$ cat config.mk
export PLATFORM = sky130hd
export DESIGN_NAME = or_share_sched
export DESIGN_NICKNAME = d
export VERILOG_FILES = /design/src/rtl/or_share_sched.sv
export SDC_FILE = /design/constraint.sdc
export NUM_CORES = 1
export LEC_CHECK = 0
export ABC_AREA = 1
export CAP_MARGIN = 10
export CORE_ASPECT_RATIO = 0.75
export CORE_MARGIN = 8
export CORE_UTILIZATION = 44
export CTS_CLUSTER_SIZE = 14
export DETAILED_ROUTE_END_ITERATION = 8
export GPL_TIMING_DRIVEN = 0
export PLACE_DENSITY_LB_ADDON = 0.1
export SETUP_SLACK_MARGIN = 0.02
export SYNTH_ARGS = -nofsm -noshare
export SYNTH_HDL_FRONTEND = slang
export SYNTH_SLANG_ARGS = --single-unit
$ cat constraint.sdc
create_clock -name clk -period 1.9 [get_ports clk]
set_input_delay 0.285 -clock clk [delete_from_list [all_inputs] [get_ports clk]]
set_output_delay 0.285 -clock clk [all_outputs]
set_load 0.05 [all_outputs]
$ cat src/rtl/or_share_sched.sv
// Round-robin scheduler that shares one WIDTH-bit OR datapath among four
// requesters. A request is granted, its operands are captured, the pair goes
// through the per-bit OR array, and the registered result is held under
// valid/ready until the consumer takes it.
//
// state | meaning
// ------+--------------------------------------------------------------
// IDLE  | waiting for any req; grants the round-robin winner on an edge
// EXEC  | operands latched; OR result registered on the next edge
// DONE  | result valid; held until out_ready is seen at an edge

module or_node (
  input  logic a,
  input  logic b,
  output logic y
);
  assign y = a | b;
endmodule

module or_share_sched #(
  parameter int WIDTH = 8
) (
  input  logic                 clk,
  input  logic                 reset,
  input  logic [3:0]           req,
  input  logic [4*WIDTH-1:0]   a_flat,
  input  logic [4*WIDTH-1:0]   b_flat,
  input  logic                 out_ready,
  output logic [3:0]           gnt,
  output logic                 out_valid,
  output logic [1:0]           out_id,
  output logic [WIDTH-1:0]     out,
  output logic                 busy
);

  typedef enum logic [1:0] {
    IDLE = 2'd0,
    EXEC = 2'd1,
    DONE = 2'd2
  } state_t;

  state_t             state_q, state_d;
  logic [1:0]         ptr_q, ptr_d;
  logic [3:0]         gnt_q, gnt_d;
  logic [WIDTH-1:0]   opa_q, opa_d;
  logic [WIDTH-1:0]   opb_q, opb_d;
  logic [1:0]         out_id_q, out_id_d;
  logic [WIDTH-1:0]   out_q, out_d;
  logic               out_valid_q, out_valid_d;

  logic [WIDTH-1:0]   or_res;
  logic [1:0]         win;
  logic               found;
  logic [1:0]         idx;

  // Shared datapath: one OR cell per bit, fed from the captured operands.
  for (genvar i = 0; i < WIDTH; i++) begin : g_or
    or_node u_or_node (
      .a (opa_q[i]),
      .b (opb_q[i]),
      .y (or_res[i])
    );
  end

  // Round-robin pick: first set request scanning from ptr upward, wrapping.
  always_comb begin
    win   = 2'd0;
    found = 1'b0;
    idx   = 2'd0;
    for (int i = 0; i < 4; i++) begin
      idx = ptr_q + 2'(i);
      if (!found && req[idx]) begin
        found = 1'b1;
        win   = idx;
      end
    end
  end

  // Next-state and datapath control.
  always_comb begin
    state_d     = state_q;
    ptr_d       = ptr_q;
    gnt_d       = 4'b0000;
    opa_d       = opa_q;
    opb_d       = opb_q;
    out_id_d    = out_id_q;
    out_d       = out_q;
    out_valid_d = out_valid_q;
    unique case (state_q)
      IDLE: begin
        if (found) begin
          gnt_d    = 4'b0001 << win;
          opa_d    = a_flat[win*WIDTH +: WIDTH];
          opb_d    = b_flat[win*WIDTH +: WIDTH];
          out_id_d = win;
          ptr_d    = win + 2'd1;
          state_d  = EXEC;
        end
      end
      EXEC: begin
        out_d       = or_res;
        out_valid_d = 1'b1;
        state_d     = DONE;
      end
      DONE: begin
        if (out_ready) begin
          out_valid_d = 1'b0;
          state_d     = IDLE;
        end
      end
      default: begin
        state_d     = IDLE;
        out_valid_d = 1'b0;
      end
    endcase
  end

  // State and datapath registers; reset discards any in-flight result.
  always_ff @(posedge clk or posedge reset) begin
    if (reset) begin
      state_q     <= IDLE;
      ptr_q       <= 2'd0;
      gnt_q       <= 4'b0000;
      opa_q       <= '0;
      opb_q       <= '0;
      out_id_q    <= 2'd0;
      out_q       <= '0;
      out_valid_q <= 1'b0;
    end else begin
      state_q     <= state_d;
      ptr_q       <= ptr_d;
      gnt_q       <= gnt_d;
      opa_q       <= opa_d;
      opb_q       <= opb_d;
      out_id_q    <= out_id_d;
      out_q       <= out_d;
      out_valid_q <= out_valid_d;
    end
  end

  assign gnt       = gnt_q;
  assign out_valid = out_valid_q;
  assign out_id    = out_id_q;
  assign out       = out_q;
  assign busy      = (state_q != IDLE);

endmodule
* After elaboration in Yosys (flattened, before gate mapping) *
Index checks and enable logic that the tools add are counted.

operators by class
  reduce and logical (&&, ||, !) cells = 11
  mux-type cells = 23
  $mul = 0
  $lt $le $gt $ge = 4
  equality and inequality tests = 4
  bitwise gates (word level) = 9
  div/mod/pow operators = 0
  $add $sub $neg = 4
  shift operators = 3

operators with widths
  cell                 count
  $shiftx 32x6->8      2
  $lt 2x3->1 const B   4
  $mux 2               6
  $mux 1               9
  $bmux 1 s2           4
  $mux 4               2
  $or 1x1->1           8
  $pmux 2 s3           1
  $reduce_and 2->1     3
  $add 2x1->2 const B  2
  $add 2x2->2 const B  2
  $ne 2x2->1 const B   2
  $shl 1x2->4 const A  1
  $logic_and 1x1->1    3
  $logic_not 1->1      3
  $pmux 1 s3           1
  $eq 2x1->1 const B   1
  $eq 2x2->1 const B   1
  $logic_not 2->1      1
  $reduce_bool 2->1    1
  $not 1->1            1

word-level totals
  logic and storage cells = 66
  flip-flop bits (word level) = 35
  bits in latches = 0
  ROM bits = 0
  output and inout bits = 16
  input bits = 71
  memories = 0
  memory bits (writable) = 0

* Longest topological paths before layout *
  depth in word-level cells = 15
  gate-level depth with buffers = 17
  depth with buffers taken out = 15

* By module *
From an unflattened synthesis, not the netlist that was laid out.

unflattened totals
  cells, all modules = 361
  area total of the unflattened synthesis = 2334.7 µm²

by module, submodules not included
  module          sequential area each (µm²)  cells each  times used  area each (µm²)
  or_share_sched  875.8                       337         1           2244.7
  or_node         0.0                         3           8           11.3

* Least setup slack after synthesis *
OpenSTA, ideal clock, no wires.

  path kind = reg2reg
  start point = register ptr_q[0]
  end point = register opa_q[0]
  arrival time = 1618 ps
  slack = 166 ps
  setup time = 117 ps
  stages on the path, launching flop included = 17
  cells stage by stage = dfrtp_1 -> buf_4 -> inv_6 -> nand2_1 -> nand3_1 -> nand2_1 -> inv_1 -> nand2_1 -> nand2_2 -> nand3_4 -> buf_6 -> nand2_1 -> nand2_1 -> nand2_1 -> nand2_1 -> nand2_1 -> nand2_1

between the ends
  longest elaborated chain between the ends = 13
  elaborated cells on any way between the ends = 27

ends and longest elaborated chain
  item                                                                  RTL line  source
  start: declaration                                                    43        logic [1:0] ptr_q, ptr_d;
  start signal: assignment                                              131       ptr_q <= ptr_d;
  parallel branches: the longest is 13 deep, another holds $add 2x1->2  -
  end signal: assignment                                                133       opa_q <= opa_d;
  end: declaration                                                      45        logic [WIDTH-1:0] opa_q, opa_d;

Parallel ways; which one is timed is not known. The select of a mux whose other input is x is not followed.
A chain may end at the register's enable or synchronous reset.

* Worst setup path in the final report *
  start point = register ptr_q[0]
  end point = register opa_q[1]

Same word-level chain as after synthesis.

==> flow_summary_export.csv <==
group,metric,value,unit
pwr,power_switching,4.64,mW
cells_and_area,layout_common_cells,"nand2_1 (188), clkdlybuf4s50_1 (85), dfrtp_1 (34)",
timing,min_period,2.05,ns
drt,dr_wl_met2,4.29,mm
clock_tree,clkSinkCount,35,
synth,synth_top_family_by_area,"simple AND/OR/NAND/NOR gates",
synth,ys_ff_latch,35,
floorplan,fp-row-count,22,
drt,ant_nets,0,
synth,seq_area_frac_synth,0.383,
pwr,clock_power_share,0.067,
place,placed_cell_area,0.00325,sq mm
run,max_cap_violations,0,
synth,synth-compound-area-share,0.0366,
timing,slew_headroom,0.599,
drt,wl_met1,3.45,mm
floorplan,die_w,99.3,um
synth,synth_area,0.00229,sq mm
drt,dr_total_vias,2883,
place,dp_hpwl,5.67,mm
worst_setup_path,worst-setup-path-type,"register to register",
timing,setup_viol,22,
synth,syn_inst,354,
timing,fin_ws,-0.148,ns
synth,yosysWarnings,0,
pwr,p_int,4.15,mW
run_status,failed_checks,"negative setup slack",
clock_tree,clockBufferDepth,2,
synth,synth_xor_area_frac,0.00383,
synth,synthAdderAreaFrac,0,
worst_setup_path,path_max_fanout,10,
hold_path,holdCritPathClass,"input pin to async pin",
floorplan,start_util,0.462,
pwr,sw_frac_of_total,0.528,
drt,vias_per_cell,5.43,
place,gp_congestion,0.882,
global_route,grt_pass1_vias,2701,
global_route,grt_pass1_wl,12.5,mm
timing,fin_skew,0.00630,ns
cells_and_area,areaGrowthSynthToFinish,68.5,%
cells_and_area,filler_cell_count,368,
global_route,track_usage,0.195,
drt,drc,0,
timing,clock.fmax,0.488,GHz
clock_tree,clkLatencyLatePin,0.28,ns
synth,synthesis.nets,425,
floorplan,ioPinCount,87,
worst_setup_path,setup.worst_path.start_class,"register",
pwr,leakagePower,1.98,nW
place,io_buffers,86,
clock_tree,clkTransAtPathRegs,0.07,ns
synth,synthMuxAreaShare,0,
clock_tree,cts_max_level,2,
pwr,pwr-share-seq,0.149,
synth,synthSimpleGateAreaFrac,0.498,
clock_tree,cts-root-buf,"clkbuf_8",
cells_and_area,drive_gt1_frac,0.214,
worst_setup_path,cp.arrival,2.22,ns
floorplan,fp.dieH,78.5,um
worst_setup_path,crit_path_end_kind,"register",
drt,drt_iter0_drc,139,
drt,wl_per_cell,16.1,um
clock_tree,cts_buffers,5,
clock_tree,cts_tree,"yes",
drt,top_layer,"met4",
floorplan,core,0.00495,sq mm
worst_setup_path,required,2.07,ns
floorplan,dieArea,0.00779,sq mm
pwr,power.share.combinational,0.785,
timing,slew_violations,0,
cells_and_area,final_core_util,0.779,
cells_and_area,n_antenna_cell,0,
synth,postSynthAreaPerCell,6.47,sq um
pwr,powerDensity,2280,mW/mm^2
synth,yosysUniqueCellTypes,24,
cells_and_area,postLayoutCellArea,0.00386,sq mm
timing,period_share,1.08,
timing,rsz0062_at_grt,"true",
global_route,grt_remaining_overflow,0,
drt,drt_pre_antenna_iters,4,
cells_and_area,final_common_cell,"nand2_1",
run_status,outcome,"complete, but fails checks",
global_route,grt_antenna_before_repair,0,
place,preCtsSetupSlack,-0.362,ns
pwr,vdd_drop_max,0.824,mV
timing,hold_viol,0,
drt,wl_met3,588,um
timing,tightest_slew,0.600,ns
cells_and_area,fin_nets,541,
global_route,grt_max_degree,25,
drt,drt-total-wl,8.54,mm
[power groups by stage]
stage | sequential [mW] | combinational (mW) | clock [mW]
after detailed placement | 1.29 | 5.19 | 0
after global routing | 1.35 | 7.53 | 0.637
after floorplan | 1.74 | 3.34 | 0
after CTS | 1.28 | 5.63 | 0.590
after global placement | 1.28 | 5.10 | 0
final | 1.31 | 6.90 | 0.587
[through the flow]
step,total power [mW],instances,setup TNS (ns),hold slack [ns]
6_report,8.79,531,-2.28,0.349
5_1_grt,9.51,531,-5.84,0.405
4_1_cts,7.50,518,0,0.354
3_5_place_dp,6.48,501,-6.98,0.458
3_3_place_gp,6.38,500,-5.56,0.456
2_1_floorplan,5.08,354,0,0.392
[per-layer routing]
metal	GRT usage	vias to the layer above
li1	-	1368
met1	0.235	1387
met2	0.328	102
met3	0.0617	26
met4	0.0542	0
met5	0	-
[final cells by class]
class                           count  area [sq um]  share of cell area
Multi-Input combinational cell    285          1470               0.382
Timing Repair Buffer              108          1090               0.284
Sequential cell                    35           877               0.227
Buffer                             20           159              0.0412
Clock buffer                        7          96.3              0.0250
Inverter                           15          76.3              0.0198
Tap cell                           60          75.1              0.0195
Clock inverter                      1          7.51             0.00195
[path summary, 6_finish.rpt]
kind,startpoint,end,slack (ns),cells after the start
min in group clk,out[0],out[0],0.47,2
worst max register to register,ptr_q[0],opa_q[1],-0.15,15
worst min register to register,out[0],out[0],0.47,2
worst max-delay path,ptr_q[0],opa_q[1],-0.15,15
worst min-delay path,reset,out[7],0.35,2
max in group asynchronous,reset,opa_q[2],1.05,3
[state kept, by name, indices dropped and copies added (netlist names)]
name	count
out	8
gnt	4
state_q	2
opa_q	8
out_id	2
opb_q	8
ptr_q	2
out_valid	1
[synthesized netlist by cell type]
library cell	instances	share of area
nand2_1	216	0.35
dfrtp_1	35	0.38
nand4_1	33	0.090
buf_2	15	0.033
inv_1	12	0.020
o21ai_0	11	0.024
nand3_1	6	0.013
nor2_1	5	0.0082
buf_6	3	0.015
nand2_2	2	0.0055
nand3_4	2	0.015
o21ai_1	2	0.0044
a21oi_1	1	0.0022
a31oi_1	1	0.0027
buf_4	1	0.0033
clkbuf_1	1	0.0016
clkinv_1	1	0.0016
inv_2	1	0.0016
inv_6	1	0.0038
nand3_2	1	0.0044
nor2_4	1	0.0049
nor3_1	1	0.0022
o21a_1	1	0.0033
xor2_1	1	0.0038
[timing repair]
item / in CTS / in global routing
pin swaps: 3 / 2
buffers inserted: 7 / 9
gates resized for setup: 20 / 82
endpoints found under the hold margin: 0 / 0
cloned: 2 / 4
hold buffers: 0 / 0
setup endpoints to repair: 25 / 23
[critical path, stage by stage, from the launching register on]
cell and delay (ns):
dfrtp_1 0.39, buf_4 0.14, buf_6 0.12, nand2_1 0.09
nand2_2 0.09, nand2_2 0.10, nand2_4 0.06, nor2_4 0.13
nand3_4 0.17, buf_4 0.23, nand4_1 0.10, nand2_1 0.07
nand2_1 0.06, nand2_1 0.07, nand2_1 0.06, nand2_1 0.05
[cells by family after synthesis]
group,after synthesis
AOI/OAI and AO/OA,16
buffers and inverters,35
and+or+nand+nor,267
DFF,35
xor gates and xnor gates,1
Power figures use the tool's default switching activity.
